$ cat src/rtl/ro_puf_challenge_sequencer_if.sv
// Host/comparator-side signal bundle for ro_puf_challenge_sequencer.
interface ro_puf_challenge_sequencer_if #(
    parameter int RESP_BITS = 8
);
    logic                   start;
    logic [8*RESP_BITS-1:0] challenge;
    logic                   resp_in;
    logic [3:0]             sel0;
    logic [3:0]             sel1;
    logic                   cnt_rst_n;
    logic                   busy;
    logic                   done;
    logic [RESP_BITS-1:0]   response_word;
    logic [RESP_BITS-1:0]   collision_mask;

    modport master (
        output start, challenge, resp_in,
        input  sel0, sel1, cnt_rst_n, busy, done, response_word, collision_mask
    );

    modport slave (
        input  start, challenge, resp_in,
        output sel0, sel1, cnt_rst_n, busy, done, response_word, collision_mask
    );
endinterface

$ cat src/rtl/ro_puf_challenge_sequencer.sv
// Steps a challenge through RO pairs, times each comparator window and packs the response bits.
// Optional feature macro: PUF_MAJORITY_VOTE_EN (three measurements per pair, majority stored).
module ro_puf_challenge_sequencer #(
    parameter int RESP_BITS = 8,
    parameter int WINDOW    = 255,
    parameter int WIN_BITS  = 8
) (
    input  logic                        clk,
    input  logic                        reset,
    ro_puf_challenge_sequencer_if.slave bus
);
    localparam int IDX_W = (RESP_BITS > 1) ? $clog2(RESP_BITS) : 1;
    localparam logic [WIN_BITS-1:0] WIN_LAST = WIN_BITS'(WINDOW - 1);
    localparam logic [IDX_W-1:0]    IDX_LAST = IDX_W'(RESP_BITS - 1);

    typedef enum logic [2:0] {
        ST_IDLE   = 3'd0,
        ST_ARM    = 3'd1,
        ST_RUN    = 3'd2,
        ST_SAMPLE = 3'd3,
        ST_DONE   = 3'd4
    } state_t;

    state_t                 state_r;
    state_t                 state_s;
    logic                   arm_cnt_r;
    logic [WIN_BITS-1:0]    win_cnt_r;
    logic [IDX_W-1:0]       idx_r;
    logic [IDX_W-1:0]       idx_next_s;
    logic [8*RESP_BITS-1:0] chal_r;
    logic [1:0]             sync_r;
    logic [3:0]             sel0_r;
    logic [3:0]             sel1_r;
    logic                   cnt_rst_n_r;
    logic                   busy_r;
    logic                   done_r;
    logic [RESP_BITS-1:0]   resp_r;
    logic [RESP_BITS-1:0]   coll_r;
    logic                   last_pass_s;
    logic                   vote_s;
    logic                   coll_s;
    logic                   bit_s;

`ifdef PUF_MAJORITY_VOTE_EN
    logic [1:0] pass_r;
    logic [1:0] votes_r;

    function automatic logic maj3(input logic a, input logic b, input logic c);
        return (a & b) | (a & c) | (b & c);
    endfunction
`endif

    // Pass bookkeeping and the bit value that SAMPLE would commit this cycle
    always_comb begin
        idx_next_s = idx_r + IDX_W'(1);
        coll_s     = (sel0_r == sel1_r);
`ifdef PUF_MAJORITY_VOTE_EN
        last_pass_s = (pass_r == 2'd2);
        vote_s      = maj3(votes_r[0], votes_r[1], sync_r[1]);
`else
        last_pass_s = 1'b1;
        vote_s      = sync_r[1];
`endif
        if (coll_s) begin
            bit_s = 1'b0;
        end else begin
            bit_s = vote_s;
        end
    end

    // Next-state logic
    always_comb begin
        state_s = state_r;
        case (state_r)
            ST_IDLE: begin
                if (bus.start) state_s = ST_ARM;
                else           state_s = ST_IDLE;
            end
            ST_ARM: begin
                if (arm_cnt_r) state_s = ST_RUN;
                else           state_s = ST_ARM;
            end
            ST_RUN: begin
                if (win_cnt_r == WIN_LAST) state_s = ST_SAMPLE;
                else                       state_s = ST_RUN;
            end
            ST_SAMPLE: begin
                if (last_pass_s && (idx_r == IDX_LAST)) state_s = ST_DONE;
                else                                    state_s = ST_ARM;
            end
            ST_DONE: state_s = ST_IDLE;
            default: state_s = ST_IDLE;
        endcase
    end

    // State register
    always_ff @(posedge clk) begin
        if (reset) begin
            state_r <= ST_IDLE;
        end else begin
            state_r <= state_s;
        end
    end

    // Two-flop synchronizer for the asynchronous comparator bit
    always_ff @(posedge clk) begin
        if (reset) begin
            sync_r <= 2'b00;
        end else begin
            sync_r <= {sync_r[0], bus.resp_in};
        end
    end

    // Datapath: challenge latch, counters, selects and response packing
    always_ff @(posedge clk) begin
        if (reset) begin
            arm_cnt_r <= 1'b0;
            win_cnt_r <= '0;
            idx_r     <= '0;
            chal_r    <= '0;
            sel0_r    <= 4'd0;
            sel1_r    <= 4'd0;
            resp_r    <= '0;
            coll_r    <= '0;
`ifdef PUF_MAJORITY_VOTE_EN
            pass_r    <= 2'd0;
            votes_r   <= 2'b00;
`endif
        end else begin
            case (state_r)
                ST_IDLE: begin
                    if (bus.start) begin
                        chal_r    <= bus.challenge;
                        sel0_r    <= bus.challenge[7:4];
                        sel1_r    <= bus.challenge[3:0];
                        resp_r    <= '0;
                        coll_r    <= '0;
                        idx_r     <= '0;
                        arm_cnt_r <= 1'b0;
`ifdef PUF_MAJORITY_VOTE_EN
                        pass_r    <= 2'd0;
`endif
                    end
                end
                ST_ARM: begin
                    arm_cnt_r <= ~arm_cnt_r;
                    win_cnt_r <= '0;
                end
                ST_RUN: begin
                    win_cnt_r <= win_cnt_r + WIN_BITS'(1);
                end
                ST_SAMPLE: begin
                    if (last_pass_s) begin
                        resp_r[idx_r] <= bit_s;
                        coll_r[idx_r] <= coll_s;
`ifdef PUF_MAJORITY_VOTE_EN
                        pass_r        <= 2'd0;
`endif
                        // Selects stay put after the final pair so the comparator sees no glitch
                        if (idx_r != IDX_LAST) begin
                            idx_r  <= idx_next_s;
                            sel0_r <= chal_r[8*idx_next_s+4 +: 4];
                            sel1_r <= chal_r[8*idx_next_s +: 4];
                        end
                    end else begin
`ifdef PUF_MAJORITY_VOTE_EN
                        votes_r[pass_r[0]] <= sync_r[1];
                        pass_r             <= pass_r + 2'd1;
`endif
                    end
                end
                ST_DONE: begin
                    arm_cnt_r <= 1'b0;
                end
                default: begin
                    arm_cnt_r <= 1'b0;
                end
            endcase
        end
    end

    // Registered status outputs, decoded from the upcoming state
    always_ff @(posedge clk) begin
        if (reset) begin
            cnt_rst_n_r <= 1'b0;
            busy_r      <= 1'b0;
            done_r      <= 1'b0;
        end else begin
            cnt_rst_n_r <= (state_s == ST_RUN);
            busy_r      <= (state_s == ST_ARM) || (state_s == ST_RUN) || (state_s == ST_SAMPLE);
            done_r      <= (state_s == ST_DONE);
        end
    end

    assign bus.sel0           = sel0_r;
    assign bus.sel1           = sel1_r;
    assign bus.cnt_rst_n      = cnt_rst_n_r;
    assign bus.busy           = busy_r;
    assign bus.done           = done_r;
    assign bus.response_word  = resp_r;
    assign bus.collision_mask = coll_r;
endmodule

$ cat src/flat_wrapper.sv
// flat-port wrapper written by rule: the top's interface ports become plain ports
module ro_puf_challenge_sequencer_flat 
#(
    parameter int RESP_BITS = 8,
    parameter int WINDOW    = 255,
    parameter int WIN_BITS  = 8
)
  (clk, reset, bus_start, bus_challenge, bus_resp_in, bus_sel0, bus_sel1, bus_cnt_rst_n, bus_busy, bus_done, bus_response_word, bus_collision_mask);
  ro_puf_challenge_sequencer_if #(.RESP_BITS(RESP_BITS)) bus_i ();
  input  logic clk;
  input  logic reset;
  input wire logic [$bits(bus_i.start)-1:0] bus_start;
  input wire logic [$bits(bus_i.challenge)-1:0] bus_challenge;
  input wire logic [$bits(bus_i.resp_in)-1:0] bus_resp_in;
  output wire logic [$bits(bus_i.sel0)-1:0] bus_sel0;
  output wire logic [$bits(bus_i.sel1)-1:0] bus_sel1;
  output wire logic [$bits(bus_i.cnt_rst_n)-1:0] bus_cnt_rst_n;
  output wire logic [$bits(bus_i.busy)-1:0] bus_busy;
  output wire logic [$bits(bus_i.done)-1:0] bus_done;
  output wire logic [$bits(bus_i.response_word)-1:0] bus_response_word;
  output wire logic [$bits(bus_i.collision_mask)-1:0] bus_collision_mask;
  assign bus_i.start = bus_start;
  assign bus_i.challenge = bus_challenge;
  assign bus_i.resp_in = bus_resp_in;
  assign bus_sel0 = bus_i.sel0;
  assign bus_sel1 = bus_i.sel1;
  assign bus_cnt_rst_n = bus_i.cnt_rst_n;
  assign bus_busy = bus_i.busy;
  assign bus_done = bus_i.done;
  assign bus_response_word = bus_i.response_word;
  assign bus_collision_mask = bus_i.collision_mask;
  ro_puf_challenge_sequencer #(.RESP_BITS(RESP_BITS), .WINDOW(WINDOW), .WIN_BITS(WIN_BITS)) u_core (.clk(clk), .reset(reset), .bus(bus_i));
endmodule
$ cat config.mk
export PLATFORM = sky130hd
export DESIGN_NAME = ro_puf_challenge_sequencer_flat
export DESIGN_NICKNAME = d
export VERILOG_FILES = /design/src/rtl/ro_puf_challenge_sequencer_if.sv /design/src/rtl/ro_puf_challenge_sequencer.sv /design/src/flat_wrapper.sv
export SDC_FILE = /design/constraint.sdc
export NUM_CORES = 1
export LEC_CHECK = 0
export BUFFER_PORTS_ARGS = -buffer_cell sky130_fd_sc_hd__clkbuf_2
export CORE_UTILIZATION = 49
export DETAILED_ROUTE_END_ITERATION = 12
export GPL_ROUTABILITY_DRIVEN = 0
export HOLD_SLACK_MARGIN = 0.08
export PLACE_DENSITY = 0.73
export SLEW_MARGIN = 15
export SYNTH_ARGS = -nofsm -noshare
export SYNTH_HDL_FRONTEND = slang
export SYNTH_SLANG_ARGS = --single-unit
$ cat constraint.sdc
create_clock -name clk -period 2.3 [get_ports clk]
set_clock_uncertainty 0.1 [all_clocks]
set_input_delay 0.46 -clock clk [delete_from_list [all_inputs] [get_ports clk]]
set_output_delay 0.46 -clock clk [all_outputs]
set_load 0.02 [all_outputs]
==> impl_metrics.toml, run 1 <==
[pwr]
intPower_mw = 2.71
power_frac_seq_pct = 55.1
power_switching_mw = 1.00
clock_power_share_pct = 32.3
switching_share_pct = 27.0
p_comb_share_pct = 12.6
p_per_area_nw_per_um2 = 683
leakage_nw = 2.13
ir_worst_vdd_mv = 0.361
power_mw = 3.71

[floorplanning]
die_area_um2 = 9820
die_x_um = 99.1
core_um2 = 9200
die_y_um = 99.1
ios = 95
start_util_pct = 50.2
rows = 35

[logic_synthesis]
netlist_area_um2 = 4620
synth.net_count = 594
synth.most_common_cell = "nand2_1"
synth_top_family_by_area = "simple AND/OR/NAND/NOR gates"
synthXorXnorAreaFrac_pct = 0.759
synth_seq_cells = 108
yosysTopAreaCellShare_pct = 46.8
synth.area.mux_share_pct = 11.8
yosys_warnings = 0
yosys.area.top_type = "dfxtp_1"
synth_fa_ha_area_share_pct = 1.08
synth_edf_count = 0
ys.flop_type = "dfxtp_1"
synth_area_leaders = "dfxtp_1 47%, nand2_1 12%, a21oi_1 7.8%, mux4_2 7.8%, mux2_2 2.4%"
syn_inst = 522
synth.avg_cell_area_um2 = 8.85
yosys-top-cells-count = "145 x nand2_1, 108 x dfxtp_1, 72 x a21oi_1"
synth_cell_type_count = 44
synth_compound_area_share_pct = 12.8
synth_simple_gate_area_share_pct = 22.2
seq_area_frac_synth_pct = 46.8
async_reset_ff_share_pct = 0

[sta]
tightest_slew_ns = 0.808
min_period_ns = 2.21
rsz0062_at_grt = "no"
hold_violations = 0
setup_viol = 0
post-route-period-util_pct = 96.0
fin_setup_tns_ns = 0
fmax_mhz = 453
max_slew_margin_pct = 46.2
final_max_slew_viol_count = 0

[worst_setup_path]
crit_arrival_ns = 2.32
crit_fanout = 2
cp.required_ns = 2.42
cp_cell_sequence = "ha_1, ha_4, mux4_2, mux2_2, a221oi_1, nor3_1"
crit_path_end_kind = "register"
path_class = "reg2reg"
cp-start-kind = "register"
max_stage_delay_ns = 0.50
cpMaxStageDelayCell = "mux4_2"

[final_layout]
final_layout_size_suffix_gt1_share_pct = 26.6
fin_nets = 679
syn_to_final_growth_pct = 17.5
antenna_cells = 0
fillers = 869

[routing]
first_pass_iters = 4
wl_mm = 10.7
routedWlPerCell_um = 14.8
vias_per_cell = 5.50
drt_iter0_drc = 198
vias = 3973
drc_errors = 0
ant_nets = 0

[clock_network]
cts_buffers = 9
insertion_delay_ns = 0.37
cts_hold_buf = 0
cts.htree.levels = 3
cts_tree = "built"
ctsRootBufferMaster = "clkbuf_8"
clockBufferDepth = 2
clock_sinks = 108
clkTransAtPathRegs_ns = 0.10

[global_route]
grt_max_degree = 81
antenna_found_initial = 0
grt_pass1_vias = 3702
gr-total-overflow = 0
grt_pass1_wl_mm = 17.7
grt_usage_pct = 22.7

[flow_run]
cap_violations = 0

[placed_design]
dp_hpwl_mm = 7.48
port_buffers = 94

[run_status]
status = "finished clean"

[worst_hold_path]
hold_path_class = "in2reg"
flip-flops by register name, summed over array words and instances, names as in the netlist:
register	count
u_core.bus.response_word	8
u_core.bus.collision_mask	8
u_core.bus.sel0	4
u_core.chal_r	64
u_core.arm_cnt_r	1
u_core.sync_r	2
u_core.idx_r	3
u_core.bus.cnt_rst_n	1
u_core.bus.sel1	4
u_core.bus.done	1
u_core.win_cnt_r	8
u_core.state_r	3
u_core.bus.busy	1
worst max-delay path, delay by kind of cell (launching register included):
family          cells  cell delay, ns
mux                 2            0.78
fa+ha+maj           2            0.53
flops               1            0.34
compound gates      1            0.25
simple gates        1            0.07
final timing paths:
check	depth (start not counted)	slack (ns)	from	endpoint
min reg2reg	2	0.36	u_core.chal_r[49]	u_core.chal_r[49]
max	6	0.09	u_core.idx_r[0]	u_core.bus.sel1[2]
min	3	0.20	bus_challenge[25]	u_core.chal_r[25]
max reg2reg	6	0.09	u_core.idx_r[0]	u_core.bus.sel1[2]
final cells by class:
type                       instances  area (um2)  area share (%)
multi-input combinational        371        2260            41.6
sequential                       108        2160            39.8
timing repair buffer             112         643            11.8
tap                              111         139            2.56
clock buffer                      10         138            2.54
clock inverter                     6        68.8            1.27
inverter                           5        18.8           0.346
metal layers:
| layer | track usage, % | wire length, um | vias to the layer above |
|---|---|---|---|
| li1 | - | - | 1975 |
| met4 | 6.00 | 125 | 0 |
| met3 | 4.54 | 479 | 9 |
| met2 | 37.9 | 5210 | 104 |
| met1 | 30.1 | 4860 | 1885 |
| met5 | 0 | 0 | - |
metrics by stage:
stage / hold WS (ns) / setup slack, ns / instance area [um2] / std cells / util (%)
floorplan: 0.314 / 0.00995 / 4620 / 522 / -
global placement: 0.339 / 0.118 / 5150 / 701 / 56.0
detailed placement: 0.345 / 0.0842 / 5150 / 701 / 56.0
CTS: 0.193 / 0.0656 / 5360 / 717 / 58.3
global route: 0.201 / 0.0102 / 5430 / 723 / 59.0
finish: 0.201 / 0.0930 / 5430 / 723 / 59.0
power by group through the flow:
stage,logic (mW),clock network [mW],registers (mW)
after detailed placement,0.467,0,2.09
after global routing,0.522,1.29,2.06
after CTS,0.469,1.21,2.04
after global placement,0.455,0,2.08
final,0.466,1.20,2.04
after floorplan,0.321,0,2.07
cell usage in the layout, fill, tap and decap left out, types with 4 or more instances in the layout:
cell,count
mux2i_1,7
dfxtp_1,108
a31oi_1,8
nor2_1,21
nand2_1,145
nand3_1,18
nor2b_1,4
nand4_1,4
mux4_2,16
inv_1,5
a21oi_1,72
o21ai_0,15
xnor2_1,4
nand3b_1,4
clkbuf_2,93
buf_4,15
clkbuf_8,10
and4_1,7
mux2_2,10
timing repair:
item,4_1_cts,5_1_grt
resized for setup,0,1
endpoints found under the setup margin,0,1
setup buffers,0,6
cells by family (layout without fill, tap and decap cells):
logic type / Yosys count / after routing
AND/OR/NAND/NOR: 222 / 222
AO/OA/AOI/OAI: 108 / 108
flip-flops: 108 / 108
buffers and inverters: 43 / 133
multiplexers: 33 / 33
adder cells (fa/ha/maj): 4 / 4
XOR/XNOR: 4 / 4
(Power assumes the default switching activity.)
==> run 2: changes to the inputs <==
SETUP_SLACK_MARGIN = 0.5   (was unset)
==> run 2 against run 1 <==
- sequential power is essentially flat
- setup slack gained 0.12 ns
- via count grew 4.0%
- register-to-register slack gained 0.12 ns
- global-route usage grew 0.30 points
- routed wire length grew 7.8%
- critical endpoint unchanged
- highest routed layer unchanged
==> impl_metrics.toml, run 2 (synthesis gave the netlist of run 1 again) <==
[worst_hold_path]
hp-start = "bus_challenge[55]"
hold_path_class = "in2reg"
holdPathStages = 3
hold_end = "u_core.chal_r[55]"

[routing]
routedWlPerCell_um = 15.7
first_pass_iters = 5
drt-met1-wl_mm = 4.96
top_layer = "met4"
ant_nets = 0
route.met3.wl_um = 694
drc_errors = 0
drt_iter0_drc = 221
vias = 4133
vias_per_cell = 5.65
wl_mm = 11.5
wl_met2_mm = 5.73

[sta]
hold_violations = 0
fmax_mhz = 479
setup_viol = 0
max_slew_margin_pct = 39.8
hold_ws_ns = 0.190
rsz0062_at_grt = "yes"
final_max_slew_viol_count = 0
min_period_ns = 2.09
fin_setup_tns_ns = 0
tightest_slew_ns = 0.903
post-route-period-util_pct = 90.8

[floorplanning]
die_area_um2 = 9820
die_y_um = 99.1
die_x_um = 99.1
rows = 35
core_um2 = 9200
start_util_pct = 50.2
ios = 95

[global_route]
gr-total-overflow = 0
grt_max_degree = 90
grt_pass1_vias = 3750
grt_pass1_wl_mm = 17.8
antenna_found_initial = 0
grt_usage_pct = 23.0

[pwr]
ir_worst_vdd_mv = 0.412
power_frac_seq_pct = 52.7
power_mw = 3.86
intPower_mw = 2.82
p_per_area_nw_per_um2 = 693
switching_share_pct = 27.1
clock_power_share_pct = 33.5
p_comb_share_pct = 13.8
leakage_nw = 2.19
power_switching_mw = 1.05

[final_layout]
final_layout_size_suffix_gt1_share_pct = 29.3
regMostFlops = "u_core.chal_r"
largest_reg_flops = 64
mostFrequentLayoutCells = "145 x nand2_1, 102 x dfxtp_1, 93 x clkbuf_2"
layout_commonest_cell = "nand2_1"
antenna_cells = 0
syn_to_final_growth_pct = 20.6
finalCoreUtilization_pct = 60.6
fin_nets = 689

[worst_setup_path]
crit_arrival_ns = 2.21
rr_startpoint = "u_core.idx_r[1]"
crit_fanout = 3
path_class = "reg2reg"
r2r_slack_ns = 0.21
cp.required_ns = 2.42
crit_path_end_kind = "register"
r2r_cells = 6
rr_endpoint = "u_core.bus.sel1[2]"
cp-start-kind = "register"

[clock_network]
clkTransAtPathRegs_ns = 0.11
cts_buffers = 9
cts_tree = "built"
clockBufferDepth = 2
cts.htree.levels = 3
clock_sinks = 108
ctsRootBufferMaster = "clkbuf_8"
insertion_delay_ns = 0.37

[run_status]
status = "finished clean"

[flow_run]
cap_violations = 0

[placed_design]
port_buffers = 94
dp_hpwl_mm = 7.47
[run 2: cell count changes in the layout (fill, tap and decap cells not counted), moves of 2 or more]
cell     change
buf_12       -2
buf_4        +7
buf_6        +4
dfxtp_1      -6
dfxtp_4      +5
inv_6        -2
[run 2: cell type report]
class / instances / area [um2]
repair buffers: 122 / 726
fillers: 808 / 3620
flip-flops and latches: 108 / 2180
clock buffers: 9 / 124
multi-input cells: 371 / 2290
well taps: 111 / 139
inverters: 5 / 18.8
clock inverters: 6 / 96.3
[run 2: stage by stage]
step | setup WS, ns | cells | cell area [um2]
floorplan | 0.150 | 522 | 4660
global placement | 0.179 | 699 | 5160
detailed placement | 0.169 | 699 | 5160
CTS | 0.192 | 724 | 5490
global route | 0.149 | 732 | 5570
finish | 0.211 | 732 | 5570
[run 2: how the worst max path moves through the flow]
| stage | startpoint | end | slack [ns] | cells after the start |
|---|---|---|---|---|
| global placement | u_core.idx_r[1] | u_core.bus.sel1[2] | 0.18 | 6 |
| floorplan | u_core.idx_r[0] | u_core.bus.sel1[2] | 0.15 | 7 |
| finish | u_core.idx_r[1] | u_core.bus.sel1[2] | 0.21 | 6 |
| detailed placement | u_core.idx_r[1] | u_core.bus.sel1[2] | 0.17 | 6 |
| global route | u_core.idx_r[1] | u_core.bus.sel1[2] | 0.15 | 6 |
| CTS | u_core.idx_r[1] | u_core.bus.sel1[2] | 0.19 | 6 |
[run 2: repair_timing]
| action | in CTS | in global routing |
|---|---|---|
| pin swaps | 3 | 7 |
| hold buffers | 0 | 0 |
| setup buffers | 10 | 6 |
| gates cloned | 0 | 2 |
| setup endpoints to repair | 91 | 22 |
| gates resized for setup | 10 | 6 |
[run 2: layer usage]
metal | track usage [%] | vias up
met5 | 0 | -
met4 | 4.07 | 0
met3 | 5.32 | 12
met2 | 39.9 | 142
met1 | 29.7 | 1985
li1 | - | 1994
[run 2: critical path, stage by stage, from the launching register on]
cell and delay, ns:
dfxtp_4 0.36, ha_4 0.16, ha_4 0.28, mux4_2 0.49
mux2_4 0.28, a221oi_2 0.20, nor3_1 0.07
[run 2: power groups by stage]
stage | combinational (mW) | sequential (mW) | clock (mW)
floorplan | 0.323 | 2.07 | 0
global placement | 0.461 | 2.08 | 0
detailed placement | 0.471 | 2.08 | 0
CTS | 0.494 | 2.03 | 1.30
global route | 0.588 | 2.05 | 1.38
finish | 0.535 | 2.04 | 1.29
==> run 3: changes to the inputs <==
GPL_ROUTABILITY_DRIVEN = unset   (was 0)
MAX_ROUTING_LAYER = met4   (was unset)
==> run 3 against run 2 <==
- cell area stayed put
- setup slack better by 0.0046 ns
- power hardly changed
- register-to-register slack hardly changed
- sequential power hardly changed
- critical path type unchanged
- via count is 0.63% lower
- first-iteration DRC count is 12% lower
- flip-flop and latch count stayed put
- clock-buffer cell count stayed put
- largest cell class unchanged
- global-route usage is 0.72 points higher
- cell count stayed put
==> impl_metrics.toml, run 3 (synthesis gave the netlist of run 1 again) <==
[pwr]
ir_worst_vdd_mv = 0.412
leakage_nw = 2.19
p_per_area_nw_per_um2 = 694

[clock_network]
clock_sinks = 108
cts_buffers = 9
ctsRootBufferMaster = "clkbuf_8"
cts_hold_buf = 0
cts.htree.levels = 3
clockBufferDepth = 2
clkTransAtPathRegs_ns = 0.11
insertion_delay_ns = 0.37
cts_tree = "built"

[final_layout]
final_layout_size_suffix_gt1_share_pct = 29.3
fin_area_um2 = 5570
syn_to_final_growth_pct = 20.6
regArea_um2 = 2180
layout_commonest_cell = "nand2_1"
multi_input_area_um2 = 2290
mostFrequentLayoutCells = "145 x nand2_1, 102 x dfxtp_1, 93 x clkbuf_2"
regMostFlops = "u_core.chal_r"
antenna_cells = 0
largest_reg_flops = 64
fin_nets = 689
fillers = 808

[floorplanning]
rows = 35
die_area_um2 = 9820
ios = 95
core_um2 = 9200
die_x_um = 99.1
start_util_pct = 50.2
die_y_um = 99.1

[sta]
setup_viol = 0
fin_setup_tns_ns = 0
post-route-period-util_pct = 90.6
max_slew_margin_pct = 39.5
fmax_mhz = 480
hold_violations = 0
rsz0062_at_grt = "yes"
final_max_slew_viol_count = 0
tightest_slew_ns = 0.908
hold_ws_ns = 0.191
min_period_ns = 2.08

[worst_setup_path]
rr_endpoint = "u_core.bus.sel1[2]"
rr_startpoint = "u_core.idx_r[1]"
cp.required_ns = 2.42
path_class = "reg2reg"
crit_arrival_ns = 2.20
crit_path_end_kind = "register"
r2r_cells = 6
crit_fanout = 3
cp-start-kind = "register"
r2r_slack_ns = 0.22

[routing]
drc_errors = 0
wl_mm = 11.5
first_pass_iters = 4
drt_iter0_drc = 195
routedWlPerCell_um = 15.7
vias_per_cell = 5.61
ant_nets = 0
vias = 4107

[global_route]
grt_pass1_vias = 3756
grt_usage_pct = 23.7
grt_max_degree = 90
gr-total-overflow = 0
antenna_found_initial = 0
grt_pass1_wl_mm = 17.8

[worst_hold_path]
hold_end = "u_core.chal_r[55]"
holdPathStages = 3
hp-start = "bus_challenge[55]"
hold_path_class = "in2reg"

[flow_run]
cap_violations = 0

[run_status]
status = "finished clean"

[placed_design]
place_area_um2 = 5160
port_buffers = 94
dp_hpwl_mm = 7.47
finalWeightedCongestion = 0.829
==> run 3: cell counts in the layout (fill, tap and decap cells not counted) <==
No cell type changed its count.
==> run 3: layer usage <==
layer  GRT usage (%)  vias up  routed length [um]
li1                -     1995                   -
met1            29.7     1958                5120
met2            39.9      142                5650
met3            5.18       12                 630
met4            4.07        0                  99
met5               -        -                   0
==> run 3: worst max-delay path by stage <==
stage / startpoint / end / slack, ns
finish: u_core.idx_r[1] / u_core.bus.sel1[2] / 0.22
global route: u_core.idx_r[1] / u_core.bus.sel1[2] / 0.15
CTS: u_core.idx_r[1] / u_core.bus.sel1[2] / 0.19
detailed placement: u_core.idx_r[1] / u_core.bus.sel1[2] / 0.17
global placement: u_core.idx_r[1] / u_core.bus.sel1[2] / 0.18
floorplan: u_core.idx_r[0] / u_core.bus.sel1[2] / 0.15
==> run 3: report_power, final <==
part,internal (mW),total (mW),switching (mW)
clock,0.621,1.29,0.673
combinational,0.227,0.536,0.309
sequential,1.97,2.04,0.0689
total,2.82,3.87,1.05
==> run 3: cell type report <==
| class | instances | share of cell area (%) |
|---|---|---|
| Tap cell | 111 | 2.49 |
| Clock buffer | 9 | 2.22 |
| Inverter | 5 | 0.337 |
| Sequential cell | 108 | 39.2 |
| Multi-Input combinational cell | 371 | 41.0 |
| Clock inverter | 6 | 1.73 |
| Timing Repair Buffer | 122 | 13.0 |
==> run 3: per-stage QoR <==
| step | total power [mW] | instances | utilization (%) | worst slack [ns] |
|---|---|---|---|---|
| 2_1_floorplan | 2.39 | 522 | - | 0.150 |
| 3_5_place_dp | 2.56 | 699 | 56.1 | 0.169 |
| 4_1_cts | 3.83 | 724 | 59.6 | 0.192 |
| 6_report | 3.87 | 732 | 60.6 | 0.216 |
| 3_3_place_gp | 2.54 | 699 | 56.1 | 0.179 |
| 5_1_grt | 4.01 | 732 | 60.6 | 0.149 |
==> run 3: what timing repair did <==
item,4_1_cts,5_1_grt
cloned,0,2
setup endpoints to repair,91,22
resized for setup,10,6
buffers inserted,10,6
pin swaps,3,7
==> run 3: critical path, cell delays in order (launching register included) <==
cell and delay [ns]:
dfxtp_4 0.36, ha_4 0.16, ha_4 0.28, mux4_2 0.49, mux2_4 0.28, a221oi_2 0.20
nor3_1 0.06
